### src/rtl/mul_div_unit.sv
// Iterative MIPS multiply/divide unit holding the HI/LO registers; WORD_SIZE+1 edges per operation.
// Define MUL_DIV_SIGNED_EN to give MULT/DIV signed semantics; otherwise op[0] is ignored (all unsigned).
module mul_div_unit #(
  parameter int WORD_SIZE = 32,
  parameter int CNT_W     = $clog2(WORD_SIZE) + 1
) (
  input  logic                 clk,
  input  logic                 rst,
  input  logic                 start,
  input  logic [1:0]           op,
  input  logic [WORD_SIZE-1:0] operand_a,
  input  logic [WORD_SIZE-1:0] operand_b,
  input  logic                 hi_we,
  input  logic                 lo_we,
  input  logic [WORD_SIZE-1:0] data_in,
  output logic                 busy,
  output logic                 done,
  output logic [WORD_SIZE-1:0] hi,
  output logic [WORD_SIZE-1:0] lo
);
  localparam int W  = WORD_SIZE;
  localparam int W2 = 2 * WORD_SIZE;

  localparam logic [1:0] S_IDLE = 2'd0;
  localparam logic [1:0] S_RUN  = 2'd1;
  localparam logic [1:0] S_FIX  = 2'd2;

  function automatic logic [W-1:0] neg_w(input logic [W-1:0] x);
    return (~x) + W'(1);
  endfunction

  function automatic logic [W2-1:0] neg_2w(input logic [W2-1:0] x);
    return (~x) + W2'(1);
  endfunction

  logic signed_op;
`ifdef MUL_DIV_SIGNED_EN
  assign signed_op = op[0];
`else
  logic unused_op0;
  assign unused_op0 = op[0];
  assign signed_op  = 1'b0;
`endif

  logic [1:0]       state_q, state_d;
  logic [CNT_W-1:0] cnt_q, cnt_d;
  logic [W-1:0]     hi_q, hi_d, lo_q, lo_d;
  logic             done_q, done_d;
  logic [W-1:0]     acc_hi_q, acc_hi_d, acc_lo_q, acc_lo_d, opb_q, opb_d;
  logic             is_div_q, is_div_d, neg_res_q, neg_res_d, neg_rem_q, neg_rem_d;

  logic             sgn_a, sgn_b, div_zero;
  logic [W:0]       rem_sh, sum;
  logic [W-1:0]     diff;

  assign sgn_a    = signed_op & operand_a[W-1];
  assign sgn_b    = signed_op & operand_b[W-1];
  assign div_zero = op[1] && (operand_b == '0);

  always_comb begin
    state_d   = state_q;
    cnt_d     = cnt_q;
    hi_d      = hi_q;
    lo_d      = lo_q;
    done_d    = 1'b0;
    acc_hi_d  = acc_hi_q;
    acc_lo_d  = acc_lo_q;
    opb_d     = opb_q;
    is_div_d  = is_div_q;
    neg_res_d = neg_res_q;
    neg_rem_d = neg_rem_q;
    rem_sh    = {acc_hi_q, acc_lo_q[W-1]};
    diff      = rem_sh[W-1:0] - opb_q;
    sum       = {1'b0, acc_hi_q} + (acc_lo_q[0] ? {1'b0, opb_q} : '0);
    case (state_q)
      S_IDLE: begin
        if (hi_we) hi_d = data_in;
        if (lo_we) lo_d = data_in;
        if (start) begin
          state_d  = S_RUN;
          cnt_d    = CNT_W'(W);
          is_div_d = op[1];
          acc_hi_d = '0;
          // Divide by zero runs on the raw dividend so the remainder ends up as operand_a unchanged.
          if (div_zero) begin
            acc_lo_d  = operand_a;
            opb_d     = operand_b;
            neg_res_d = 1'b0;
            neg_rem_d = 1'b0;
          end else begin
            acc_lo_d  = sgn_a ? neg_w(operand_a) : operand_a;
            opb_d     = sgn_b ? neg_w(operand_b) : operand_b;
            neg_res_d = sgn_a ^ sgn_b;
            neg_rem_d = sgn_a & op[1];
          end
        end
      end
      S_RUN: begin
        cnt_d = cnt_q - CNT_W'(1);
        if (cnt_q == CNT_W'(1)) state_d = S_FIX;
        if (is_div_q) begin
          // Restoring step: the partial remainder is always below the divisor, so diff fits W bits.
          if (rem_sh >= {1'b0, opb_q}) begin
            acc_hi_d = diff;
            acc_lo_d = {acc_lo_q[W-2:0], 1'b1};
          end else begin
            acc_hi_d = rem_sh[W-1:0];
            acc_lo_d = {acc_lo_q[W-2:0], 1'b0};
          end
        end else begin
          acc_hi_d = sum[W:1];
          acc_lo_d = {sum[0], acc_lo_q[W-1:1]};
        end
      end
      S_FIX: begin
        state_d = S_IDLE;
        done_d  = 1'b1;
        if (is_div_q) begin
          lo_d = neg_res_q ? neg_w(acc_lo_q) : acc_lo_q;
          hi_d = neg_rem_q ? neg_w(acc_hi_q) : acc_hi_q;
        end else begin
          {hi_d, lo_d} = neg_res_q ? neg_2w({acc_hi_q, acc_lo_q}) : {acc_hi_q, acc_lo_q};
        end
      end
      default: state_d = S_IDLE;
    endcase
  end

  always_ff @(posedge clk) begin
    if (rst) begin
      state_q <= S_IDLE;
      cnt_q   <= '0;
      hi_q    <= '0;
      lo_q    <= '0;
      done_q  <= 1'b0;
    end else begin
      state_q <= state_d;
      cnt_q   <= cnt_d;
      hi_q    <= hi_d;
      lo_q    <= lo_d;
      done_q  <= done_d;
    end
  end

  always_ff @(posedge clk) begin
    acc_hi_q  <= acc_hi_d;
    acc_lo_q  <= acc_lo_d;
    opb_q     <= opb_d;
    is_div_q  <= is_div_d;
    neg_res_q <= neg_res_d;
    neg_rem_q <= neg_rem_d;
  end

  assign busy = (state_q != S_IDLE);
  assign done = done_q;
  assign hi   = hi_q;
  assign lo   = lo_q;
endmodule

### config.mk
export PLATFORM = sky130hd
export DESIGN_NAME = mul_div_unit
export DESIGN_NICKNAME = d
export VERILOG_FILES = /design/src/rtl/mul_div_unit.sv
export SDC_FILE = /design/constraint.sdc
export NUM_CORES = 1
export LEC_CHECK = 0
export CORE_ASPECT_RATIO = 1.4
export CORE_MARGIN = 2
export CORE_UTILIZATION = 59
export CTS_CLUSTER_SIZE = 20
export DETAILED_ROUTE_END_ITERATION = 10
export GPL_ROUTABILITY_DRIVEN = 0
export MAX_ROUTING_LAYER = met4
export PLACE_DENSITY = 0.87
export REMOVE_ABC_BUFFERS = 1
export SKIP_LAST_GASP = 1
export SLEW_MARGIN = 20
export SYNTH_ARGS = -nofsm -noshare
export SYNTH_HDL_FRONTEND = slang
export SYNTH_SLANG_ARGS = --single-unit
### constraint.sdc
create_clock -name clk -period 8.7 [get_ports clk]
set_clock_uncertainty 0.15 [all_clocks]
set_input_delay 2.61 -clock clk [delete_from_list [all_inputs] [get_ports clk]]
set_output_delay 2.61 -clock clk [all_outputs]
set_load 0.02 [all_outputs]
; ---- After elaboration in Yosys (flattened, before gate mapping)
; Cells that the tools add are included.
; W data, S select, Z words.
[word_totals]
input_bits = 103
out_inout_bits = 66
register_bits = 170
[classes]
magnitude_cmp = 1
add_sub_neg = 3
reduce_logical = 9
eq_ne = 7
n_mux = 19
[ops]
columns = op, n
row1 = $mux W32, 8
row2 = $pmux W32 S2, 4
row3 = $add A32 B32 Y33, 1
row4 = $ge A33 B32 Y1, 1
row5 = $sub A32 B32 Y32, 1
row6 = $pmux W6 S2, 1
row7 = $reduce_and A2 Y1, 5
row8 = $ne A2 B2 Y1 const B, 4
row9 = $eq A6 B1 Y1 const B, 1
row10 = $mux W6, 1
row11 = $reduce_bool A2 Y1, 3
row12 = $sub A6 B1 Y6 const B, 1
row13 = $mux W2, 2
row14 = $pmux W2 S2, 1
row15 = $eq A2 B1 Y1 const B, 1
row16 = $eq A2 B2 Y1 const B, 1
row17 = $logic_not A2 Y1, 1
row18 = $mux W1, 2

; ---- Depth between registers and ports, before layout
; Gate-level depths: netlist of the first run.
[depth]
depth_word = 4
depth_mapped = 14
mapped_depth_nobuf = 14

; ---- Worst setup path before layout of the first run
; Ideal clock, no wire load.
[synth_path]
path_type = in2reg
from = input port start
to = register acc_hi_q[0], enable pin
t_required_ns = 8.132
setup_slack_ns = 3.260
cell_stages = 4
setup_time_ns = 0.418
arrival_ns = 4.872
cell_sequence = nand2_1 -> inv_1 -> nor2_1 -> inv_1
[synth_via]
elab_chain_len = 2
[synth_rtl]
columns = element, line_no
row1 = from (decl), 9  ; input logic start,
row2 = $ne A2 B2 Y1 (no line), -
row3 = $reduce_and A2 Y1 (no line), -
row4 = to (signal assigned), 146  ; acc_hi_q <= acc_hi_d;
row5 = to (decl), 49  ; logic [W-1:0] acc_hi_q, acc_hi_d, acc_lo_q, acc_lo_d, opb_q, opb_d;
; Every way passes these cells.
; A chain may end at the register's enable or synchronous reset.

; ---- Final worst setup path of the first run
[layout_path]
from = input port start
to = register acc_lo_q[11], enable pin
[layout_via]
elab_chain_len = 2
[layout_rtl]
columns = element, line_no
row1 = $ne A2 B2 Y1 (no line), -
row2 = $reduce_and A2 Y1 (no line), -
row3 = to (signal assigned), 147  ; acc_lo_q <= acc_lo_d;
row4 = to (decl), 49
; Every way passes these cells.

==> flow_summary.toml, run 1 <==
[setup_path]
worst_ep_arrival_time_ps = 4710
start_kind = "input port"
worstPathRequired_ps = 8610
path_cells = "clkdlybuf4s50_1, nand2_1, inv_1, buf_4, nor2_1, inv_2, buf_4"
crit_path_max_fanout = 58
critPathCaptureType = "register"
slowest_delay_ps = 680
crit_path_frequent_cell = "buf_4"
worstSetupPathType = "in2reg"
cpMaxStageDelayCell = "buf_4"

[clock_tree]
cts-root-buf = "clkbuf_16"
max-clock-path-buffers = 2
cts_hold_buf = 0
cts.clk_slew.worst_paths_ps = 70
postCtsSetupRepairBufs = 0
ctsResizeCount = 0
clk_latency_ps = 430
h-tree-depth = 4
cts_tree = "yes"
cts_sinks = 170
cts_made_buffers = 17

[detailed_routing]
drt_iter0_markers = 1258
routed_wl_microns = 30400
viasPerCell = 6.29
drc_errors = 0
wl_per_cell_microns = 18.9
ant_nets = 0
drt-pass1-iter-count = 5
vias = 10200

[finish]
antenna_cells = 0
drive_above_1_share_pct = 5.09
layout_commonest_cell = "nand2_1"
layout_common_cells = "nand2_1 (211), clkdlybuf4s50_1 (166), nor2_1 (112), edfxtp_1 (97), o21ai_0 (80)"
num-nets-final = 1532
area_growth_pct = 22.1

[synthesis]
synth_cell_types = 68
yosys.area_share.simple_pct = 17.7
synthTopCellsByArea = "edfxtp_1 (27%), dfxtp_1 (14%), ha_1 (7.7%), nand2_1 (7.3%), a311oi_1 (5.4%)"
synth_area_per_cell_sq_um = 8.75
synth_top_area_share_pct = 27.0
synth-async-reset-ratio_pct = 0
synthesis.area_sq_mm = 0.0108
synth-edff-count = 97
synth_top_area_cell = "edfxtp_1"
synth_top_family_by_area = "compound AO/OA/AOI/OAI gates"
synthesis.instances = 1232
yosysSeqAreaShare_pct = 40.6
ys_seq_elements = 170
synthAdderAreaFrac_pct = 8.03
synth_xor_area_share_pct = 4.71
muxShareOfSynthArea_pct = 3.06
synth_compound_area_share_pct = 21.7
yosys_warnings = 0
synthFlopType = "edfxtp_1"

[floorplanning]
chipHeight_microns = 164
die_w_microns = 118
io_pins = 169
start_util_pct = 60.2
die_area_sq_mm = 0.0194
core_area_sq_mm = 0.0179
row_count = 58

[timing]
finalHoldViolations = 0
timing.fmax_mhz = 208
totalNegativeSetupSlack_ps = 0
max_slew_margin_pct = 32.6
setup_ws_ps = 3900
worstMarginPinSlew_ps = 1010
rsz0062_at_grt = "no"
setup_violations = 0
period_share_pct = 55.2
finalCriticalPeriod_ps = 4800
drv_slew = 0

[power_and_ir_drop]
vdd_drop_max_mv = 0.118
finalPower_mw = 2.74
powerDensity_mw_per_mm2 = 208
leakage_nw = 5.33
p_sw_share_pct = 36.4
intPower_mw = 1.75
p_switching_mw = 0.999
p_comb_share_pct = 34.6
seqPwrFrac_pct = 38.6
clockPowerShare_pct = 26.8

[run]
max_cap_viol_count = 0

[run_status]
status = "finished, final reports clean"

[grt]
grt_max_degree = 74
antenna_found_initial = 0
grt_pass1_wl_microns = 48700
grt-ovfl-total = 0
grt_pass1_vias = 10000
grt_use_total_pct = 32.2

[placed_design]
pre_cts_ws_ps = 3450
hpwl_microns = 21300
io_buffers = 167

[worst_hold_path]
worstHoldPathType = "reg2reg"
[flip-flops by register name, indices dropped and copies added (netlist names)]
register and cells:
acc_hi_q 32, acc_lo_q 32, hi 32, lo 32
opb_q 32, cnt_q 6, state_q 2, done 1
is_div_q 1
[Yosys cell counts, drive strengths merged (6+ instances only)]
library cell / instances
mux2i: 33
nor2b: 9
or2: 6
clkbuf: 62
a311oi: 66
inv: 49
nand2: 211
a31oi: 30
a211oi: 14
and2: 35
dfxtp: 73
a21oi: 63
o21ai: 88
o21bai: 8
edfxtp: 97
nor3: 13
ha: 66
a21o: 34
nand3: 18
xnor2: 40
nand2b: 6
xor2: 18
nor2: 114
nand4: 8
buf: 7
[cell families after synthesis]
family | count (synthesis)
DFF | 170
muxes | 33
adders and majority gates | 68
AOI/OAI and AO/OA | 346
and+or+nand+nor | 439
buffers and inverters | 118
xor gates and xnor gates | 58
[area by class of cell]
class	count	area [sq um]
inverters	49	184
repair buffers	179	1760
flip-flops and latches	170	4370
clock inverters	14	136
multi-input cells	944	5990
clock buffers	18	429
well taps	240	300
fillers	1274	4750
[path summary, 6_finish.rpt]
kind | endpoint | slack [ps] | cells after the start | start
worst max-delay path | acc_lo_q[11]$_DFFE_PP_ | 3900 | 7 | start
worst min-delay path | hi[19]$_SDFFE_PP0P_ | 340 | 2 | hi[19]$_SDFFE_PP0P_
worst max register to register | acc_hi_q[31]$_SDFFCE_PN0P_ | 4210 | 13 | acc_lo_q[0]$_DFFE_PP_
worst min register to register | hi[19]$_SDFFE_PP0P_ | 340 | 2 | hi[19]$_SDFFE_PP0P_
[worst max-delay path: cells and delay by family]
family	cells	cell delay, ps
buffers and inverters	5	1790
and+or+nand+nor	2	250
[per-stage QoR]
stage / instances / hold slack, ps / cell area (sq um) / utilization, %
after floorplan: 1163 / 307 / 10500 / -
after global placement: 1582 / 335 / 12600 / 70.3
after detailed placement: 1582 / 340 / 12600 / 70.3
after CTS: 1614 / 349 / 13200 / 73.5
after global routing: 1614 / 368 / 13200 / 73.5
final: 1614 / 345 / 13200 / 73.5
[layer usage]
layer | routed length [microns] | GRT usage (%) | up-vias | part of all wire, %
met5 | 0 | - | - | 0
met4 | 1320 | 15.6 | 0 | 4.3
met3 | 2230 | 5.52 | 123 | 7.3
met2 | 15300 | 55.5 | 533 | 50
met1 | 11600 | 36.4 | 4754 | 38
li1 | - | - | 4740 | -
[power groups by stage]
| stage | clock network [mW] | logic [mW] | registers [mW] |
|---|---|---|---|
| 2_1_floorplan | 0 | 0.615 | 1.07 |
| 3_3_place_gp | 0 | 0.895 | 1.07 |
| 3_5_place_dp | 0 | 0.921 | 1.07 |
| 4_1_cts | 0.737 | 0.935 | 1.06 |
| 5_1_grt | 0.772 | 1.03 | 1.07 |
| 6_report | 0.735 | 0.950 | 1.06 |
Power figures use the tool's default switching activity.
==> inputs of run 2 (changes only) <==
--- a/config.mk
+++ b/config.mk
@@ -7,12 +7,12 @@
 export LEC_CHECK = 0
 export CORE_ASPECT_RATIO = 1.4
 export CORE_MARGIN = 2
-export CORE_UTILIZATION = 59
+export CORE_UTILIZATION = 55
 export CTS_CLUSTER_SIZE = 20
 export DETAILED_ROUTE_END_ITERATION = 10
 export GPL_ROUTABILITY_DRIVEN = 0
 export MAX_ROUTING_LAYER = met4
-export PLACE_DENSITY = 0.87
+export PLACE_DENSITY = 0.81
 export REMOVE_ABC_BUFFERS = 1
 export SKIP_LAST_GASP = 1
 export SLEW_MARGIN = 20
==> constraint.sdc (replaced) <==
create_clock -name clk -period 4.44 [get_ports clk]
set_clock_uncertainty 0.15 [all_clocks]
set_input_delay 1.332 -clock clk [delete_from_list [all_inputs] [get_ports clk]]
set_output_delay 1.332 -clock clk [all_outputs]
set_load 0.02 [all_outputs]
==> run 2 against run 1 <==
  * Wire length fell by 2.0%
  * Critical endpoint is now acc_hi_q[31]$_SDFFCE_PN0P_
  * Highest routed layer unchanged
  * Global-route usage fell by 2.5 points
  * Clock power rose by 100%
  * Non-clock buffer count rose by 8
  * Clock-buffer cell count fell by 1
  * Die area rose by 7.1%
  * Total power rose by 97%
  * Worst hold slack barely moved
  * First-iteration DRC count fell by 37%
  * Largest cell class unchanged
  * Sequential share of layout area fell by 0.27 points
==> flow_summary.toml, run 2 (synthesized netlist as in run 1, its figures left out) <==
[clock_tree]
cts.clk_slew.worst_paths_ps = 70
cts_tree = "yes"
clk_latency_ps = 440
h-tree-depth = 4
max-clock-path-buffers = 2
cts_made_buffers = 17
cts_sinks = 170
cts_hold_buf = 0
postCtsSetupRepairBufs = 0
ctsResizeCount = 0
cts-root-buf = "clkbuf_16"

[power_and_ir_drop]
leakage_nw = 5.39
seqPwrFrac_pct = 38.2
intPower_mw = 3.45
p_comb_share_pct = 34.6
powerDensity_mw_per_mm2 = 408
finalPower_mw = 5.41
vdd_drop_max_mv = 0.345
clockPowerShare_pct = 27.3
p_switching_mw = 1.97
p_sw_share_pct = 36.3

[finish]
num-nets-final = 1540
stdcell_count = 1630
final_area_sq_mm = 0.0133
nFillCells = 1528
layout_commonest_cell = "nand2_1"
area_growth_pct = 23.1
drive_above_1_share_pct = 5.57
layout_common_cells = "nand2_1 (211), clkdlybuf4s50_1 (166), nor2_1 (112), edfxtp_1 (97), o21ai_0 (80)"
antenna_cells = 0
final_util_pct = 69.1

[grt]
grt-ovfl-total = 0
grt_max_degree = 66
grt_pass1_vias = 9643
antenna_found_initial = 0
grt_pass1_wl_microns = 47500
grt_use_total_pct = 29.7

[floorplanning]
die_area_sq_mm = 0.0208
die_w_microns = 122
start_util_pct = 56.1
chipHeight_microns = 170
io_pins = 169
core_area_sq_mm = 0.0192
row_count = 60

[placed_design]
placed_cell_area_sq_mm = 0.0127
io_buffers = 167
dp_cells = 1598
hpwl_microns = 21900

[timing]
rsz0062_at_grt = "no"
totalNegativeSetupSlack_ps = 0
finalCriticalPeriod_ps = 4240
max_slew_margin_pct = 38.4
drv_slew = 0
period_share_pct = 95.6
timing.fmax_mhz = 236
finalHoldViolations = 0
setup_violations = 0
worstMarginPinSlew_ps = 924

[setup_path]
crit_start = "opb_q[0]$_DFFE_PP_"
r2r-start = "opb_q[0]$_DFFE_PP_"
start_kind = "register"
regToRegSetupSlack_ps = 200
worstSetupPathType = "reg2reg"
ff2ff_path_depth = 13
endpoint = "acc_hi_q[31]$_SDFFCE_PN0P_"
crit_path_max_fanout = 3
reg2reg_to = "acc_hi_q[31]$_SDFFCE_PN0P_"
critPathCaptureType = "register"
worstPathRequired_ps = 4430
worst_ep_arrival_time_ps = 4230

[worst_hold_path]
min_from = "hi[9]$_SDFFE_PP0P_"
worstHoldPathType = "reg2reg"

[detailed_routing]
drt-pass1-iter-count = 5
drc_errors = 0
vias = 9896
viasPerCell = 6.07
wl_per_cell_microns = 18.3
routed_wl_microns = 29800
ant_nets = 0
drt_iter0_markers = 788

[run_status]
status = "finished, final reports clean"

[run]
max_cap_viol_count = 0
-- run 2: changes by cell type in the layout (fill, tap and decap cells not counted), moves of 2 or more --
cell,before,now
inv_6,4,2
inv_8,2,6
buf_4,12,18
buf_12,0,2
-- run 2: critical path, cell delays in order (launching register included) --
cell and delay [ps]:
edfxtp_1 450, and2_1 200, ha_1 230, fa_1 430, a211oi_2 240, nor4_1 80
or2_1 290, o21a_2 260, o21ai_2 260, a21oi_2 130, o41ai_2 390, a21oi_1 210
a2111oi_0 520, a211oi_1 100
-- run 2: worst min-delay path by stage --
stage	slack (ps)	cells past startpoint	endpoint
floorplan	310	1	cnt_q[4]$_SDFFE_PP0P_
CTS	350	2	lo[31]$_SDFFE_PP0P_
finish	340	2	hi[9]$_SDFFE_PP0P_
detailed placement	340	2	lo[31]$_SDFFE_PP0P_
global placement	330	2	lo[25]$_SDFFE_PP0P_
global route	370	2	lo[7]$_SDFFE_PP0P_
-- run 2: layout make-up --
cell class | instances | area, sq um | share of cell area (%)
inverters | 49 | 184 | 1.39
repair buffers | 187 | 1840 | 13.9
clock buffers | 17 | 425 | 3.20
well taps | 248 | 310 | 2.34
clock inverters | 15 | 154 | 1.16
multi-input cells | 944 | 5990 | 45.1
flip-flops and latches | 170 | 4370 | 32.9
-- run 2: per-layer routing --
metal,vias to the layer above,track usage (%),routed length (microns)
met4,0,11.4,1020
met2,403,50.6,15000
met3,79,3.93,1990
met5,-,-,0
met1,4660,35.5,11800
li1,4754,-,-
-- run 2: power groups by stage --
stage | clock, mW | sequential, mW | combinational [mW]
finish | 1.48 | 2.07 | 1.87
global placement | 0 | 2.09 | 1.79
CTS | 1.48 | 2.06 | 1.85
detailed placement | 0 | 2.10 | 1.84
floorplan | 0 | 2.11 | 1.20
global route | 1.55 | 2.09 | 2.05
-- run 2: per-stage QoR --
step	hold WS (ps)	worst slack [ps]
floorplan	307	268
global placement	335	403
detailed placement	341	302
CTS	350	260
global route	365	24.8
finish	345	197
==> inputs of run 3 (changes only) <==
--- a/config.mk
+++ b/config.mk
@@ -14,7 +14,6 @@
 export MAX_ROUTING_LAYER = met4
 export PLACE_DENSITY = 0.81
 export REMOVE_ABC_BUFFERS = 1
-export SKIP_LAST_GASP = 1
 export SLEW_MARGIN = 20
 export SYNTH_ARGS = -nofsm -noshare
 export SYNTH_HDL_FRONTEND = slang
==> results of run 3 <==
Final layout, timing and power as in run 2 (identical DEF).
